--- config.mk ---
export PLATFORM = sky130hd
export DESIGN_NAME = hex_digit_queue
export DESIGN_NICKNAME = d
export VERILOG_FILES = /design/src/rtl/hex_digit_queue.sv
export SDC_FILE = /design/constraint.sdc
export NUM_CORES = 1
export LEC_CHECK = 0
export CAP_MARGIN = 15
export CORE_ASPECT_RATIO = 1.75
export CORE_MARGIN = 5
export CORE_UTILIZATION = 54
export CTS_CLUSTER_DIAMETER = 40
export DETAILED_ROUTE_END_ITERATION = 6
export PLACE_DENSITY = 0.72
export SLEW_MARGIN = 20
export SYNTH_ARGS = -nofsm -noshare
export SYNTH_HDL_FRONTEND = slang
export SYNTH_SLANG_ARGS = --single-unit
--- constraint.sdc ---
create_clock -name clk -period 2.75 [get_ports clk]
set_input_delay 0.55 -clock clk [delete_from_list [all_inputs] [get_ports clk]]
set_output_delay 0.55 -clock clk [all_outputs]
set_load 0.05 [all_outputs]
--- src/rtl/hex_digit_queue.sv ---
// Buffers producer-supplied hex digits in a small FIFO and presents them one
// at a time to the seven-segment decoder, holding each for DWELL cycles.
module hex_digit_queue #(
    parameter int DATA_W = 4,
    parameter int DEPTH  = 8,
    parameter int DWELL  = 50000000
) (
    input  logic                     clk,
    input  logic                     rst_n,
    input  logic                     in_valid,
    input  logic [DATA_W-1:0]        in_data,
    output logic                     in_ready,
    output logic [DATA_W-1:0]        digit,
    output logic                     digit_valid,
    output logic                     digit_tick,
    output logic [$clog2(DEPTH):0]   level
);

    localparam int PTR_W = $clog2(DEPTH);
    localparam int LVL_W = PTR_W + 1;
    localparam int CNT_W = $clog2(DWELL);

    localparam logic [CNT_W-1:0] CNT_LAST = CNT_W'(DWELL - 1);
    localparam logic [LVL_W-1:0] LVL_FULL = LVL_W'(DEPTH);

    typedef enum logic [1:0] {
        IDLE,
        SHOW,
        HOLD
    } state_t;

    state_t              state_q, state_d;
    logic [DATA_W-1:0]   mem_q [DEPTH];
    logic [DATA_W-1:0]   mem_d [DEPTH];
    logic [PTR_W-1:0]    wr_ptr_q, wr_ptr_d;
    logic [PTR_W-1:0]    rd_ptr_q, rd_ptr_d;
    logic [LVL_W-1:0]    level_q, level_d;
    logic [CNT_W-1:0]    count_q, count_d;
    logic [DATA_W-1:0]   digit_q, digit_d;
    logic                digit_valid_q, digit_valid_d;
    logic                digit_tick_q, digit_tick_d;
    logic                push;
    logic                pop;

    // in_ready looks only at registered occupancy, so a same-cycle pop never frees a slot early
    assign in_ready = (level_q != LVL_FULL);
    assign push     = in_valid && in_ready;

    always_comb begin
        state_d       = state_q;
        count_d       = count_q;
        digit_d       = digit_q;
        digit_valid_d = digit_valid_q;
        digit_tick_d  = 1'b0;
        pop           = 1'b0;

        case (state_q)
            IDLE, HOLD: begin
                if (level_q != '0) begin
                    pop     = 1'b1;
                    state_d = SHOW;
                    count_d = '0;
                end
            end
            SHOW: begin
                if (count_q == CNT_LAST) begin
                    count_d = '0;
                    if (level_q != '0) begin
                        pop = 1'b1;
                    end else begin
                        state_d = HOLD;
                    end
                end else begin
                    count_d = count_q + CNT_W'(1);
                end
            end
            default: begin
                state_d = IDLE;
            end
        endcase

        if (pop) begin
            digit_d       = mem_q[rd_ptr_q];
            digit_valid_d = 1'b1;
            digit_tick_d  = 1'b1;
        end
    end

    always_comb begin
        mem_d    = mem_q;
        wr_ptr_d = wr_ptr_q;
        rd_ptr_d = rd_ptr_q;
        level_d  = level_q;

        if (push) begin
            mem_d[wr_ptr_q] = in_data;
            wr_ptr_d        = wr_ptr_q + PTR_W'(1);
        end
        if (pop) begin
            rd_ptr_d = rd_ptr_q + PTR_W'(1);
        end
        if (push && !pop) begin
            level_d = level_q + LVL_W'(1);
        end else if (pop && !push) begin
            level_d = level_q - LVL_W'(1);
        end
    end

    always_ff @(posedge clk or negedge rst_n) begin
        if (!rst_n) begin
            state_q       <= IDLE;
            for (int i = 0; i < DEPTH; i++) begin
                mem_q[i] <= '0;
            end
            wr_ptr_q      <= '0;
            rd_ptr_q      <= '0;
            level_q       <= '0;
            count_q       <= '0;
            digit_q       <= '0;
            digit_valid_q <= 1'b0;
            digit_tick_q  <= 1'b0;
        end else begin
            state_q       <= state_d;
            mem_q         <= mem_d;
            wr_ptr_q      <= wr_ptr_d;
            rd_ptr_q      <= rd_ptr_d;
            level_q       <= level_d;
            count_q       <= count_d;
            digit_q       <= digit_d;
            digit_valid_q <= digit_valid_d;
            digit_tick_q  <= digit_tick_d;
        end
    end

    assign digit       = digit_q;
    assign digit_valid = digit_valid_q;
    assign digit_tick  = digit_tick_q;
    assign level       = level_q;

endmodule
[Word level (Yosys, flattened, before mapping)]
Cells that the tools add are included.
Storage, ports and cells
  register bits: 76
  bits in latches: 0
  bits in writable memories: 0
  memory bits (read-only): 0
  output and inout port bits: 11
  memories kept: 0
Operators by class
  add/subtract/negate cells: 5
  multiply operators: 0
  div/mod/pow operators: 0
  $lt $le $gt $ge: 3
  equal/unequal tests: 7
  shift-type cells: 0
  multiplexer cells: 19
  bitwise gates (word level): 2
  reductions and logical operators: 13
Operators by type and width (number)
  $mux W26: 2
  $pmux W26 S2: 1
  $bwmux W32: 1
  $add A26 B1 Y26 const B: 1
  $eq A26 B26 Y1 const B: 1
  $mux W4: 5
  $bmux W4 S3: 1
  $demux W4 S3: 1
  $ge A4 B4 Y1 const B: 2
  $not A3 Y4: 2
  $add A3 B1 Y3 const B: 2
  $mux W2: 3
  $ne A2 B2 Y1 const B: 3
  $add A4 B1 Y4 const B: 1
  $logic_and A1 B1 Y1: 4
  $lt A4 B1 Y1 const B: 1
  $ne A4 B4 Y1 const B: 1
  $pmux W2 S2: 1
  $reduce_bool A2 Y1: 2
  $reduce_bool A4 Y1: 1
  $sub A4 B1 Y4 const B: 1
  $mux W1: 3
  $reduce_and A3 Y1: 1
  $eq A2 B1 Y1 const B: 1
  other kinds (6): 7

[Logic depth before layout (Yosys ltp)]
  word-level depth: 7
  mapped depth: 13
  depth with buffers taken out: 13

[Worst setup path before layout]
No wires, ideal clock.
  path kind: register -> register
  from: register level_q[0], in the netlist level[0]
  to: register level_q[3], in the netlist level[3]
  library setup time: 0.145 ns
  data arrival time: 2.870 ns
  data required time: 2.605 ns
  setup slack: -0.264 ns
  cell stages (with the launch flop): 13
  path buffers: 0
  clock period less this slack: 3.014 ns
  cells stage by stage: dfrtp_1 nor3_1 nand2_1 nand2_2 clkinv_1 ha_1 inv_1 ha_1 a21o_1 a21oi_1 xnor2_1 nor2_1 xor2_1
On the way
  elaborated cells between the ends (all ways): 15
RTL lines
  start: declaration: line 37  | logic [LVL_W-1:0] level_q, level_d;
  start signal: assignment: line 127  | level_q <= level_d;
  $ne A4 B4 Y1 *: line 46  | assign in_ready = (level_q != LVL_FULL);
  via in_ready: line 12  | output logic in_ready,
  $logic_and A1 B1 Y1 *: line 47  | assign push = in_valid && in_ready;
  via push: line 42  | logic push;
  $logic_not A1 Y1: line 104  | end else if (pop && !push) begin
  $logic_and A1 B1 Y1: line 104
  $reduce_bool A2 Y1 (no source line)
Mark *: on every way through the listed nets, which the timed path passes. The rest lies on a longest branch. The select of a mux whose other input is x is not followed.
A chain may end at the register's enable or synchronous reset.

[Worst setup path after layout]
  from: register count_q[11]
  to: register level_q[3], in the netlist level[3]
On the way
  cells in the longest elaborated chain, start to end: 6
  elaborated cells between the ends (all ways): 8
RTL lines
  start: declaration: line 38  | logic [CNT_W-1:0] count_q, count_d;
  start signal: assignment: line 128  | count_q <= count_d;
  $eq A26 B26 Y1 *: line 66  | if (count_q == CNT_LAST) begin
  $mux W1 *: line 66
  $pmux W1 S2 *: line 57  | case (state_q)
  $logic_not A1 Y1: line 102  | if (push && !pop) begin
  $logic_and A1 B1 Y1: line 102
  $mux W4 or $reduce_bool A2 Y1 (tied branches)
Every way passes the cells marked *; elsewhere a longest branch is shown, timed or not.

==> run metrics <==
RSZ-0062 raised after global routing false; Max Slew Vio Count 0; Critical Path RT 2.96 ns; pwr/cell area 831 nW/um^2; Final Critical Period ~2.6 ns; total placed instance area approximately 4200 sq um; DRC viols 0; net switching power between 1 and 1.5 mW; Cell Area, Synth approximately 3900 sq um; Worst-Skew Late Latency around 0.34 ns; first-pass GRT wire length 14,400 um; largest net degree at the start of global routing 52; total I/O pin count 18; Die Span X between 70 and 80 um; vias in the first global route about 3,000; asr flop ratio synth between 90% and 100%; clk slew on worst S/H paths 0.06 ns; skew final 0.00893 ns; GR Overflow Total 0; CTS root buf clkbuf_16; Post-Syn Instances 324; Net Sw Frac ~30%; CTS tree done; CORE AREA roughly 7100 sq um; via count 2,706; Max-cap violations 0; WP data arrival approximately 2.8 ns; Yosys warning total 0; H-tree Lvls 3; Final ANT Viol Nets 0; Setup-failing EPs final 0; Worst setup EP type flop; Setup TNS Final 0 ns; initial DRC count 181; Gate power share between 20% and 30%; wire per inst between 15 and 20 um; Global Route Usage Sum around a fifth; Core Rows 41; drt first pass iters 4; Mean Syn Cell Area between 10 and 15 sq um; Pint 2.68 mW; Initial Util around 55%; Startpoint Class flop; status finished clean; Slew @ Worst Pin roughly 0.64 ns; Area growth syn-to-layout 17.0%; Final nets between 300 and 400; die height around 120 um; Fill cells approximately 550; Hold Vio Cnt, Final 0; CP Class reg2reg; Clock Path Buffers 2; number of synthesized register bits 76; Slew HR 57.5%; Netlist cell types 54; share of layout cells above drive strength 1 between 30 and 40%; sequential area share after synthesis approximately 50%; IO Port Bufs 17; Pleak roughly 2 nW; Worst VDD drop between 0.6 and 0.7 mV; Syn Nets around 340; Sequential Power Share a little over two fifths; CTS Sinks between 70 and 80; DRT Wirelength roughly 8400 um; detailed placement HPWL between 6000 and 7000 um; Hold Crit Class in2async; prevailing post-synth register cell dfrtp_1; number of synthesized flops with an enable pin 0; initial antenna violation count 0; via/cell ratio ~6.0; Diodes inserted 0; CP Max Fanout 5; TritonCTS buffer count 9; Highest Clock Rate about 0.38 GHz; Die Area about 9100 sq um; Tcrit/Tclk final between 90% and 100%; Design Area, Final ~4500 sq um; RePlAce Congestion ~0.84; Clk network pwr share a little under a third
## sequential cells by signal, summed over array words and instances (netlist names)
register and count:
mem_q 32, digit 4, wr_ptr_q 3, level 4
rd_ptr_q 3, state_q 2, count_q 26, digit_valid 1
digit_tick 1
## logic make-up (layout without fill, tap and decap cells)
kind of cell / Yosys count / count (layout) / share of synthesized area, %
multiplexers: 51 / 51 / 17.1
XOR/XNOR: 8 / 8 / 1.80
buffers and inverters: 23 / 64 / 3.31
AND/OR/NAND/NOR: 92 / 92 / 15.4
adder cells (fa/ha/maj): 7 / 7 / 2.45
AO/OA/AOI/OAI: 67 / 67 / 11.1
flip-flops: 76 / 76 / 48.9
## placed cells by master (no fill, tap or decap), types with 9 or more instances in the layout
| master | count |
|---|---|
| clkdlybuf4s50_1 | 16 |
| nand2_1 | 24 |
| mux2_2 | 42 |
| dfrtp_1 | 72 |
| o21ai_0 | 12 |
| a21oi_1 | 18 |
| clkbuf_16 | 9 |
| buf_4 | 23 |
| nor2_1 | 11 |
| nand3_1 | 11 |
| a31oi_1 | 17 |
## final cells by class
class	instances	area (sq um)	area share (%)
Clock buffer	12	236	5.20
Clock inverter	4	50.0	1.10
Inverter	9	33.8	0.743
Multi-Input combinational cell	225	1880	41.4
Sequential cell	76	1910	41.9
Tap cell	86	108	2.37
Timing Repair Buffer	39	333	7.32
## Yosys cell counts (5+ instances only)
cell type,count,area [sq um]
dfrtp_1,76,1900
o21ai_0,12,60.1
and3_1,5,31.3
inv_1,8,30.0
mux2_2,42,473
nand3_1,11,55.1
xnor2_1,7,61.3
nand2_1,25,93.8
nor3_1,5,25.0
a21oi_1,19,95.1
ha_1,6,75.1
a31oi_1,17,106
mux4_2,8,180
nand4_1,5,31.3
nor2_1,11,41.3
## power by group through the flow
| stage | sequential, mW | clock (mW) | combinational, mW |
|---|---|---|---|
| floorplan | 1.67 | 0 | 0.682 |
| global placement | 1.64 | 0 | 0.958 |
| detailed placement | 1.66 | 0 | 0.992 |
| CTS | 1.64 | 1.16 | 0.994 |
| global route | 1.69 | 1.21 | 1.08 |
| finish | 1.64 | 1.14 | 0.997 |
## stage by stage
stage / power [mW] / setup WS (ns) / std cells / hold WS [ns] / utilization (%)
after floorplan: 2.35 / 0.00397 / 324 / 0.254 / -
after global placement: 2.60 / 0.119 / 433 / 0.452 / 59.3
after detailed placement: 2.65 / 0.0215 / 433 / 0.471 / 59.3
after CTS: 3.80 / 0.00949 / 449 / 0.255 / 63.3
after global routing: 3.98 / 0.00858 / 451 / 0.285 / 63.8
final: 3.78 / 0.137 / 451 / 0.235 / 63.8
## path summary, 6_finish.rpt
check,cells after the start,slack [ns],startpoint,endpoint
setup / recovery,12,0.14,count_q[11],level[3]
hold / removal,1,0.24,rst_n,count_q[21]
setup reg to reg,12,0.14,count_q[11],level[3]
hold reg to reg,1,0.48,digit_valid,digit_valid
max in group asynchronous,2,1.85,rst_n,mem_q[18]
min in group clk,1,0.48,digit_valid,digit_valid
## metal layers
layer | track usage [%] | wire (um) | vias to the layer above
met4 | 11.0 | 303 | 0
met5 | 0 | 0 | -
met1 | 22.2 | 3080 | 1355
met3 | 4.02 | 218 | 24
li1 | - | - | 1285
met2 | 38.5 | 4770 | 42
## critical path: stages (launching register included)
cell and delay, ns:
dfrtp_2 0.44, nor4b_4 0.36, nand4_4 0.16, o31ai_4 0.31, nand2_4 0.09, ha_4 0.17, inv_2 0.07, ha_1 0.23
a21o_1 0.19, a21oi_2 0.14, xnor2_1 0.13, nor2_1 0.07, xor2_1 0.13
## repair_timing
action	CTS	global route
resized for setup	0	5
hold buffers	0	0
setup endpoints to repair	0	1
setup buffers	0	2
(Power assumes the default switching activity.)
==> RTL edit 1, RTL diff (config.mk and constraints unchanged) <==
`DWELL`: 50000000 -> 25000000.
--- a/src/rtl/hex_digit_queue.sv
+++ b/src/rtl/hex_digit_queue.sv
@@ -3,7 +3,7 @@
 module hex_digit_queue #(
     parameter int DATA_W = 4,
     parameter int DEPTH  = 8,
-    parameter int DWELL  = 50000000
+    parameter int DWELL  = 25000000
 ) (
     input  logic                     clk,
     input  logic                     rst_n,
Behaviour: same outputs for any inputs over 10 cycles, from zero or initial values and one cycle with rst_n low; that may be too few to reach the edited logic, so the function may still have changed.
==> RTL edit 1 against the unedited design <==
- synthesized area shrank 2.9%
- critical path depth grew 1
- routed wire length shrank 4.3%
- power grew 1.7%
- clock power grew 6%
- design area grew 0.50%
- worst setup slack lost 0.049 ns
- sequential cell count shrank 1
- largest power group unchanged
==> RTL edit 1: results (changes against the unedited design) <==
[placed_design]
post-place-ws_ns = 0.0617  ; +0.0401 ns
hpwl_um = 5730  ; -4.8%

[cells_and_area]
fin_nets = 371  ; -0.80%
largest_registers = mem_q: 32 flops, count_q: 25 flops

[setup_path]
reg2reg_depth = 13  ; +1
r2r-start = count_q[1]
crit_path_top_delay_cell = dfrtp_1
reg2reg_setup_slack_ns = 0.09  ; -0.05 ns
cp_max_fo = 4  ; -1
worstPathArrival_ns = 2.88  ; +0.05 ns

[global_routing]
use_met1_pct = 21.8  ; -0.45 points
grt_max_degree = 44  ; -15%
gr-usage-met3_pct = 5.16  ; +1.1 points
met2_usage_pct = 35.2  ; -3.3 points
grt_pass1_wl_um = 13500  ; -6.0%

[drt]
via_per_inst = 5.96  ; -0.75%
drt-met1-wl_um = 3030  ; -1.5%
wl_met2_um = 4540  ; -4.8%
drtIter0Drc = 141  ; -22%

[logic_synthesis]
yosys.area_share.adder_pct = 2.52  ; +0.072 points
synth_cell_type_count = 50  ; -7.4%

[pwr]
fin_total_pwr_uw = 3840  ; +1.7%

[sta]
holdWs_ns = 0.180  ; -0.0554 ns
final.period_utilization_pct = 96.8  ; +1.8 points
skew_ns = 0.00550  ; -0.00343 ns

[run_status]
status = finished clean

RTL edit 1: final cells by class:
type	instances	area [um^2]
fill	523	2280
multi-input combinational	225	1900
sequential	75	1880
timing repair buffer	41	348
clock buffer	11	253
tap	84	105
clock inverter	5	60.1
inverter	5	21.3
RTL edit 1: per-stage QoR:
| step | setup TNS, ns | utilization, % | std cells | instance area [um^2] |
|---|---|---|---|---|
| after floorplan | 0 | - | 318 | 3790 |
| after global placement | 0 | 60.4 | 424 | 4140 |
| after detailed placement | 0 | 60.4 | 424 | 4140 |
| after CTS | 0 | 64.9 | 440 | 4450 |
| after global routing | -0.0582 | 66.7 | 446 | 4570 |
| final | 0 | 66.7 | 446 | 4570 |
RTL edit 1: what timing repair did:
action	in CTS	in global routing
setup buffers	0	6
endpoints found under the setup margin	0	1
resized for setup	0	11
RTL edit 1: cells by family (layout without fill, tap and decap cells):
kind of cell,after synthesis,after routing
xor+xnor,11,11
mux,55,55
simple gates,98,98
flops,75,75
buf+inv,18,62
fa+ha+maj,7,7
compound gates,54,54
==> RTL edit 2, RTL diff (same flow settings) <==
Made on the original files. Put one more register stage on the output `digit_tick`. The value now appears one clock later. The other outputs are not delayed to match.
--- a/src/rtl/hex_digit_queue.sv
+++ b/src/rtl/hex_digit_queue.sv
@@ -134,7 +134,9 @@
 
     assign digit       = digit_q;
     assign digit_valid = digit_valid_q;
-    assign digit_tick  = digit_tick_q;
+    always_ff @(posedge clk) begin
+        digit_tick <= digit_tick_q;
+    end
     assign level       = level_q;
 
 endmodule
Check against the original RTL: not equivalent (a bounded check fails within 4 cycles, from zero or initial values and one cycle with rst_n low).
==> RTL edit 2 against the unedited design <==
- power up 1.5%
- hold slack got worse by 0.0038 ns
- synthesized area up 0.51%
- clock skew down 0.00085 ns
- sequential cell count up 1
- routed wire length grew 1.5%
- worst setup slack got worse by 0.051 ns
- design area is 1.1% higher
- highest routed layer unchanged
==> RTL edit 2: results (changes against the unedited design) <==
[logic_synthesis]
synth_cell_type_count = 55  ; +1.9%
synth_area_leaders = dfrtp_1 49%, mux2_2 12%, mux4_2 4.6%
ys_seq_area_share_pct = 49.2  ; +0.26 points
async_flop_share_pct = 98.7  ; -1.3 points
synthFlopType = dfrtp_1
syn-num-nets = 339  ; +0.30%
synth_commonest_cells = 76 x dfrtp_1, 42 x mux2_2, 25 x nand2_1, 19 x a21oi_1, 17 x a31oi_1
yosys_warnings = 0  ; unchanged
synth_top_cell_area_share_pct = 48.7  ; -0.25 points

[setup_path]
cp_max_fo = 6  ; +1
cp-startpoint = count_q[1]
reg2reg_depth = 13  ; +1
worstPathArrival_ns = 2.88  ; +0.05 ns
reg2reg_setup_slack_ns = 0.09  ; -0.05 ns
crit_end = level[3]

[drt]
vias = 2750  ; +1.6%
wire_per_inst_um = 18.7  ; +0.80%
drtPass1Iterations = 4  ; unchanged
drtIter0Drc = 116  ; -36%

[clocking]
cts-buffers-inserted = 9  ; unchanged
h-tree-depth = 3  ; unchanged
clock_latency_ns = 0.34  ; about the same
cts-root-buf = clkbuf_16
cts.clk_slew.worst_paths_ns = 0.06  ; about the same
clk_path_buf_depth = 2  ; unchanged

[cells_and_area]
largest_registers = mem_q: 32 flops, count_q: 26 flops
fillers = 557  ; +2.0%
fin_nets = 378  ; +1.1%
n_antenna_cell = 0  ; unchanged
layout-drive-gt1-share_pct = 31.8  ; +1.4 points

[global_routing]
grt_antenna_before_repair = 0  ; unchanged
grt_pass1_vias = 2873  ; -2.8%
grt_pass1_wl_um = 14200  ; -1.4%
grt_max_degree = 51  ; -1.9%
track_usage_pct = 20.9  ; -0.25 points

[placed_design]
post-place-ws_ns = -0.0158  ; -0.0373 ns
hpwl_um = 5960  ; -0.92%
gp_congestion = 0.811  ; -2.9%
io_buffers = 17  ; unchanged

[pwr]
worst_ir_drop_vdd_v = 0.000664  ; +0.59%
p_sw_share_pct = 28.6  ; -0.52 points
p_leak_uw = 0.00203  ; +1.6%

[sta]
final.period_utilization_pct = 96.9  ; +1.9 points
skew_ns = 0.00807  ; -0.000854 ns
max_slew_margin_pct = 58.0  ; +0.46 points

[worst_hold_path]
hp-class = primary input to asynchronous set/reset pin

[run_status]
status = finished clean

## RTL edit 2: cell count changes in the layout (fill, tap and decap cells not counted)
cell,change
clkinv_2,+1
dfxtp_1,+1
clkbuf_1,-3
clkinvlp_4,-1
clkbuf_8,+2
ha_2,+1
buf_4,+3
and3_4,+1
and3_1,-1
ha_4,-1
## RTL edit 2: layout make-up
class	count	area share (%)
tap	86	2.34
sequential	77	41.9
clock buffer	11	5.49
clock inverter	4	1.03
multi-input combinational	225	40.8
inverter	9	0.734
timing repair buffer	42	7.72
## RTL edit 2: critical path, stage by stage, from the launching register on
cell     delay, ns
dfrtp_1       0.37
ha_2          0.19
and3_4        0.21
nand3_4       0.12
o31ai_4       0.31
nand2_4       0.07
ha_1          0.23
inv_2         0.09
ha_1          0.25
a21o_1        0.21
a21oi_2       0.15
xnor2_1       0.14
nor2_1        0.07
xor2_1        0.14
## RTL edit 2: per-stage QoR
step	TNS, ns	hold WS (ns)	util [%]	instances	area (um^2)
floorplan	0	0.254	-	325	3920
CTS	0	0.249	63.9	450	4560
finish	0	0.232	64.5	454	4600
detailed placement	-0.0158	0.329	59.4	432	4240
global placement	0	0.327	59.4	432	4240
global route	-0.0394	0.274	64.5	454	4600
## RTL edit 2: cell families after synthesis
logic type,synth area share [%]
AOI/OAI and AO/OA,11.0
adders and majority gates,2.43
buffers and inverters,3.30
and+or+nand+nor,15.3
muxes,17.0
DFF,49.2
xor gates and xnor gates,1.79
## RTL edit 2: worst min-delay path by stage
stage                      start      endpoint  depth (start not counted)
global route               rst_n  digit_tick_q                          1
floorplan                  rst_n    count_q[0]                          0
CTS                        rst_n   digit_valid                          1
detailed placement  digit_tick_q    digit_tick                          0
global placement    digit_tick_q    digit_tick                          0
finish                     rst_n    count_q[7]                          1
## RTL edit 2: timing repair
action / CTS / global route
pin swaps: 3 / 1
setup buffers: 3 / 4
resized for setup: 1 / 5
setup endpoints to repair: 1 / 1
## RTL edit 2: power groups by stage
stage	registers [uW]	logic [uW]	clock network (uW)
3_3_place_gp	1650	954	0
5_1_grt	1700	1080	1260
3_5_place_dp	1670	997	0
2_1_floorplan	1680	682	0
4_1_cts	1650	997	1210
6_report	1660	997	1180
## RTL edit 2: per-layer routing
metal | part of all wire [%] | routed length, um | vias up | track usage, %
li1 | - | - | 1295 | -
met1 | 36 | 3080 | 1390 | 22.5
met2 | 59 | 4990 | 51 | 38.2
met3 | 2.7 | 230 | 14 | 4.43
met4 | 2.2 | 187 | 0 | 9.02
met5 | 0 | 0 | - | 0
